<file path="config.mk">
export PLATFORM = sky130hd
export DESIGN_NAME = rng_uart_core
export DESIGN_NICKNAME = d
export VERILOG_FILES = /design/src/rtl/rng_pkg.sv /design/src/rtl/rng_uart_core.sv
export SDC_FILE = /design/constraint.sdc
export NUM_CORES = 1
export LEC_CHECK = 0
export BUFFER_PORTS_ARGS = -buffer_cell sky130_fd_sc_hd__buf_2
export CAP_MARGIN = 5
export CORE_MARGIN = 4
export CORE_UTILIZATION = 46
export DETAILED_ROUTE_END_ITERATION = 12
export SKIP_CTS_REPAIR_TIMING = 1
export SLEW_MARGIN = 20
export SYNTH_ARGS = -nofsm -noshare
export SYNTH_HDL_FRONTEND = slang
export SYNTH_SLANG_ARGS = --single-unit
export TNS_END_PERCENT = 20
</file>
<file path="constraint.sdc">
create_clock -name clk -period 2.2 [get_ports clk]
set_clock_uncertainty 0.05 [all_clocks]
set_input_delay 0.22 -clock clk [delete_from_list [all_inputs] [get_ports clk]]
set_output_delay 0.22 -clock clk [all_outputs]
set_load 0.01 [all_outputs]
</file>
<file path="src/rtl/rng_pkg.sv">
// ============================================================================
// Module   : rng_pkg
// Desc     : Shared FSM state type and framing constants for the RNG server.
// Revision : 1.0 - initial release
// ============================================================================
`default_nettype none

package rng_pkg;

   typedef enum logic [1:0] {
      IDLE     = 2'd0,
      COLLECT  = 2'd1,
      WAIT_CTS = 2'd2,
      SEND     = 2'd3
   } rng_state_t;

   // start + 8 data + stop
   localparam int C_FRAME_BITS = 10;

   localparam int C_DEF_TRNG_WIDTH     = 4;
   localparam int C_DEF_WORDS_PER_BYTE = 8 / C_DEF_TRNG_WIDTH;

   function automatic int words_per_byte(input int width);
      return 8 / width;
   endfunction

endpackage

`default_nettype wire

</file>
<file path="src/rtl/rng_uart_core.sv">
// ============================================================================
// Module   : rng_uart_core
// Desc     : Receives a byte count N over UART, gathers N bytes from the TRNG
//            word port and streams them back on TX under RTS/CTS control.
// Config   : RNG_ECHO_EN - echo the command byte before the random bytes.
// Revision : 1.0 - initial release
// ============================================================================
`default_nettype none

module rng_uart_core
   import rng_pkg::*;
#(
   parameter int TRNG_WIDTH   = 4,
   parameter int CLKS_PER_BIT = 104
) (
   input  logic                  clk,
   input  logic                  resetn,
   input  logic                  rx,
   input  logic                  cts,
   output logic                  tx,
   output logic                  rts,
   output logic                  trng_req,
   input  logic [TRNG_WIDTH-1:0] trng_word,
   input  logic                  trng_valid
);

   localparam int              C_CW        = $clog2(CLKS_PER_BIT);
   localparam logic [C_CW-1:0] C_BIT_LAST  = C_CW'(CLKS_PER_BIT - 1);
   localparam logic [C_CW-1:0] C_HALF_LAST = C_CW'(CLKS_PER_BIT / 2 - 1);
   localparam logic [3:0]      C_STOP_IDX  = 4'(C_FRAME_BITS - 1);
   localparam logic [2:0]      C_WORD_LAST = 3'(words_per_byte(TRNG_WIDTH) - 1);
`ifdef RNG_ECHO_EN
   localparam bit              C_ECHO      = 1'b1;
`else
   localparam bit              C_ECHO      = 1'b0;
`endif

   logic            r_rx_prev, r_rx_busy, r_rx_valid;
   logic [C_CW-1:0] r_rx_cnt;
   logic [3:0]      r_rx_idx;
   logic [7:0]      r_rx_sh, r_rx_byte;

   rng_state_t      r_state, w_state_nxt;
   logic [7:0]      r_remaining, r_byte, w_byte_nxt;
   logic [2:0]      r_wcnt;
   logic [9:0]      r_tx_sh;
   logic [C_CW-1:0] r_tx_cnt;
   logic [3:0]      r_tx_idx;
   logic            r_rts, r_echo;
   logic            w_cmd_ok, w_take, w_word_last, w_tx_done;

   // Receiver: index 0 is the start bit, 1..8 data, 9 stop
   always_ff @(posedge clk or negedge resetn) begin
      if (!resetn) begin
         r_rx_prev  <= 1'b1;
         r_rx_busy  <= 1'b0;
         r_rx_valid <= 1'b0;
         r_rx_cnt   <= '0;
         r_rx_idx   <= '0;
         r_rx_sh    <= '0;
         r_rx_byte  <= '0;
      end else begin
         r_rx_prev  <= rx;
         r_rx_valid <= 1'b0;
         if (!r_rx_busy) begin
            if (r_rx_prev && !rx) begin
               r_rx_busy <= 1'b1;
               r_rx_cnt  <= C_HALF_LAST;
               r_rx_idx  <= '0;
            end
         end else if (r_rx_cnt != '0) begin
            r_rx_cnt <= r_rx_cnt - 1'b1;
         end else begin
            r_rx_cnt <= C_BIT_LAST;
            r_rx_idx <= r_rx_idx + 1'b1;
            if (r_rx_idx == 4'd0) begin
               if (rx) r_rx_busy <= 1'b0;
            end else if (r_rx_idx == C_STOP_IDX) begin
               r_rx_busy  <= 1'b0;
               r_rx_valid <= rx;
               r_rx_byte  <= r_rx_sh;
            end else begin
               r_rx_sh <= {rx, r_rx_sh[7:1]};
            end
         end
      end
   end

   assign w_cmd_ok    = r_rx_valid && (r_rx_byte != 8'd0);
   assign w_take      = (r_state == COLLECT) && trng_valid;
   assign w_word_last = w_take && (r_wcnt == C_WORD_LAST);
   assign w_tx_done   = (r_state == SEND) && (r_tx_cnt == '0) && (r_tx_idx == C_STOP_IDX);

   // New words enter at the top so the first word ends up in the low bits
   generate
      if (TRNG_WIDTH == 8) begin : g_word_full
         assign w_byte_nxt = trng_word;
      end else begin : g_word_shift
         assign w_byte_nxt = {trng_word, r_byte[7:TRNG_WIDTH]};
      end
   endgenerate

   always_ff @(posedge clk or negedge resetn) begin
      if (!resetn) r_state <= IDLE;
      else         r_state <= w_state_nxt;
   end

   always_comb begin
      w_state_nxt = r_state;
      case (r_state)
         IDLE:     if (w_cmd_ok)    w_state_nxt = C_ECHO ? WAIT_CTS : COLLECT;
         COLLECT:  if (w_word_last) w_state_nxt = WAIT_CTS;
         WAIT_CTS: if (!cts)        w_state_nxt = SEND;
         SEND: begin
            if (w_tx_done) begin
               if (!r_echo && (r_remaining == 8'd1)) w_state_nxt = IDLE;
               else                                  w_state_nxt = COLLECT;
            end
         end
         default:                   w_state_nxt = IDLE;
      endcase
   end

   always_ff @(posedge clk or negedge resetn) begin
      if (!resetn) begin
         r_remaining <= '0;
         r_byte      <= '0;
         r_wcnt      <= '0;
         r_tx_sh     <= '1;
         r_tx_cnt    <= '0;
         r_tx_idx    <= '0;
         r_rts       <= 1'b1;
         r_echo      <= 1'b0;
      end else begin
         r_rts <= (w_state_nxt != IDLE);
         case (r_state)
            IDLE: begin
               if (w_cmd_ok) begin
                  r_remaining <= r_rx_byte;
                  r_byte      <= r_rx_byte;
                  r_echo      <= C_ECHO;
                  r_wcnt      <= '0;
               end
            end
            COLLECT: begin
               if (w_take) begin
                  r_byte <= w_byte_nxt;
                  r_wcnt <= w_word_last ? 3'd0 : r_wcnt + 1'b1;
               end
            end
            WAIT_CTS: begin
               if (!cts) begin
                  r_tx_sh  <= {1'b1, r_byte, 1'b0};
                  r_tx_cnt <= C_BIT_LAST;
                  r_tx_idx <= '0;
               end
            end
            SEND: begin
               if (r_tx_cnt != '0) begin
                  r_tx_cnt <= r_tx_cnt - 1'b1;
               end else begin
                  r_tx_sh  <= {1'b1, r_tx_sh[9:1]};
                  r_tx_cnt <= C_BIT_LAST;
                  r_tx_idx <= r_tx_idx + 1'b1;
                  if (w_tx_done) begin
                     if (r_echo) r_echo      <= 1'b0;
                     else        r_remaining <= r_remaining - 1'b1;
                  end
               end
            end
            default: ;
         endcase
      end
   end

   assign tx       = r_tx_sh[0];
   assign rts      = r_rts;
   assign trng_req = (r_state == COLLECT);

endmodule

`default_nettype wire

</file>
==> out/metrics.csv <==
stage;metric;value;unit
min_path;hp-class;input pin to flop;
power;leakage;1.88;nW
final_layout;seq_area;1820;µm²
worst_setup_path;path_cells;inv_1 -> ha_1 -> nor3b_2 -> nand3_2 -> nor3_4 -> mux2_2;
synthesis;syn_nets;363;
cts;cts_made_buffers;9;
global_route;antenna_found_initial;0;
final_layout;fin_cells;476;
detailed_routing;wl;7480;µm
floorplanning;core.rowCount;32;
worst_setup_path;arrival;2.16;ns
floorplanning;die_h;97.9;µm
synthesis;syn_inst;342;
cts;cts_tree;done;
floorplanning;dieArea;9580;µm²
final_layout;diodes;0;
synthesis;syn_area;3720;µm²
place;dpl.cell_count;458;
cts;cts_buffer_depth;2;
synthesis;ys_warn_count;0;
worst_setup_path;critPathMaxStageDelay;0.40;ns
global_route;track_usage;0.172;
final_layout;drive_above_1_share;0.265;
global_route;grt_max_degree;73;
final_layout;multiInputGateArea;1760;µm²
detailed_routing;drc_errors;0;
worst_setup_path;ff2ff_setup_slack;0.22;ns
detailed_routing;wl_per_cell;15.7;µm
synthesis;synth_ff_type;dfrtp_1;
place;dp_hpwl;5260;µm
run;drv_cap;0;
sta;period_share;0.901;
final_layout;final_common_cell;dfrtp_1;
sta;rsz0062_at_grt;false;
floorplanning;core_area;7810;µm²
detailed_routing;firstDrtPassIters;5;
global_route;grt_pass1_wl;13300;µm
sta;setup-tns-final;0;ns
cts;h-tree-depth;3;
synthesis;synth_edf_count;0;
sta;setup_violations;0;
cts;cts.sinks;72;
final_layout;fin_nets;390;
place;port_buffers;11;
sta;slew_violations;0;
power;p_per_area;714;nW/µm²
worst_setup_path;critPathSlowestCell;dfrtp_1;
synthesis;syn_avg_cell_area;10.9;µm²
floorplanning;ioPinCount;12;
cts;cts_root_buffer;clkbuf_8;
global_route;grt_overflow;0;
place;gp_congestion;0.812;
cts;clock_latency;0.34;ns
detailed_routing;antenna_left;0;
worst_setup_path;worst_setup_path_end_kind;flop;
worst_setup_path;worstPathMaxFanout;8;
worst_setup_path;cp.buffers_inverters;1;
sta;fmax;504;MHz
floorplanning;start_util;0.476;
final_layout;fillerInstances;712;
sta;tightest_slew;0.654;ns
synthesis;synth_top_area_frac;0.411;
synthesis;ys_seq_area_frac;0.489;
sta;layout_min_cycle_time;1.98;ns
worst_setup_path;worstPathRequired;2.38;ns
detailed_routing;routed_via_density;5.56;
sta;slew-limit-headroom;0.564;
floorplanning;die_w;97.9;µm
run_status;outcome;finished, final reports clean;
worst_setup_path;start_kind;flop;
final_layout;area_growth;12.4;%
worst_setup_path;critical_path_class;flop to flop;
synthesis;yosys-top-cells-area;dfrtp_1, mux2_2, dfstp_2, ha_1, o21ai_0;
detailed_routing;drt_iter0_markers;135;
worst_setup_path;crit_family;simple AND/OR/NAND/NOR gates;
power;ir_drop;0.526;mV
global_route;grt_pass1_vias;2691;
final_layout;final_cell_mix;dfrtp_1, mux2_2, o21ai_0;
cts;clk_pin_slew_worst_paths;0.08;ns
sta;hold_viol;0;
synthesis;yosysUniqueCellTypes;59;
synthesis;synthArstFlopShare;1.00;
detailed_routing;vias;2647;
synthesis;synth_seq_cells;72;
synthesis;yosysTopAreaCell;dfrtp_1;
## per-stage QoR
| stage | utilization | hold slack (ns) | area (µm²) | total power, mW | worst slack, ns |
|---|---|---|---|---|---|
| global route | 0.535 | 0.116 | 4180 | 3.19 | 0.0255 |
| detailed placement | 0.508 | 0.230 | 3970 | 2.03 | 0.165 |
| CTS | 0.532 | -0.154 | 4150 | 3.03 | 0.136 |
| floorplan | - | -0.126 | 3720 | 1.88 | 0.195 |
| finish | 0.535 | 0.115 | 4180 | 2.98 | 0.218 |
| global placement | 0.508 | 0.229 | 3970 | 2.02 | 0.193 |
## routing by layer
layer / GRT usage / up-vias / share of wire
met5: 0 / - / 0
met4: 0.0671 / 0 / 0.017
met3: 0.0450 / 12 / 0.029
met2: 0.261 / 36 / 0.48
met1: 0.235 / 1310 / 0.48
li1: - / 1289 / -
## final timing paths
kind,from,end,depth (start not counted)
max,r_rx_cnt[0],r_rx_byte[2],6
min,trng_valid,r_wcnt[0],3
max reg2reg,r_rx_cnt[0],r_rx_byte[2],6
min reg2reg,r_rx_cnt[0],r_rx_cnt[0],1
max in group asynchronous,resetn,r_tx_sh[0],3
min in group asynchronous,resetn,r_remaining[2],3
## cells in the mapped netlist (2+ instances only)
library cell / instances
mux2_2: 32
nand4_1: 2
nor2_1: 18
a31oi_1: 3
nor3b_1: 2
nor3_1: 5
dfstp_2: 11
a22oi_1: 4
clkbuf_1: 7
o31ai_1: 2
or4_1: 2
buf_2: 5
nor4_1: 3
and3_1: 4
o22ai_1: 6
a21o_1: 3
o22a_2: 2
o21ai_0: 26
mux2i_1: 12
nand3b_1: 2
ha_1: 12
nor2b_1: 3
nand3_1: 9
nand2_1: 18
a211oi_1: 3
a22o_1: 2
dfrtp_1: 61
inv_1: 22
or4_4: 2
a32o_1: 2
a21oi_1: 24
xor2_1: 6
## where the power goes
part / internal (mW) / leakage (nW) / total [mW] / switching [mW]
Sequential: 1.44 / 0.920 / 1.57 / 0.129
Clock: 0.502 / 0.0927 / 0.976 / 0.474
Combinational: 0.208 / 0.872 / 0.433 / 0.225
## area by class of cell
class,count,share of cell area
tap,102,0.0306
multi-input combinational,235,0.421
sequential,72,0.435
inverter,22,0.0198
clock inverter,2,0.00300
clock buffer,14,0.0413
timing repair buffer,29,0.0497
## worst min-delay path, delay by kind of cell
family	cells	cell delay, ns
simple gates	1	0.06
buf+inv	1	0.13
mux	1	0.06
## state kept, by name (all words and copies together), names as in the netlist, 2 cells and up
register     cells
r_tx_sh          9
r_byte           8
r_remaining      8
r_rx_byte        8
r_rx_sh          8
r_rx_cnt         7
r_tx_cnt         7
r_rx_idx         4
r_tx_idx         4
r_wcnt           3
r_state          2
## cells by family (layout without fill, tap and decap cells)
logic type      after synthesis  after routing  share of synthesized area
compound gates               88             88                      0.152
simple gates                 84             84                      0.134
flops                        72             72                      0.489
mux                          44             44                      0.129
buf+inv                      35             67                     0.0391
fa+ha+maj                    12             12                     0.0404
xor+xnor                      7              7                     0.0165
Note: power is estimated with default switching activity, not from simulation.
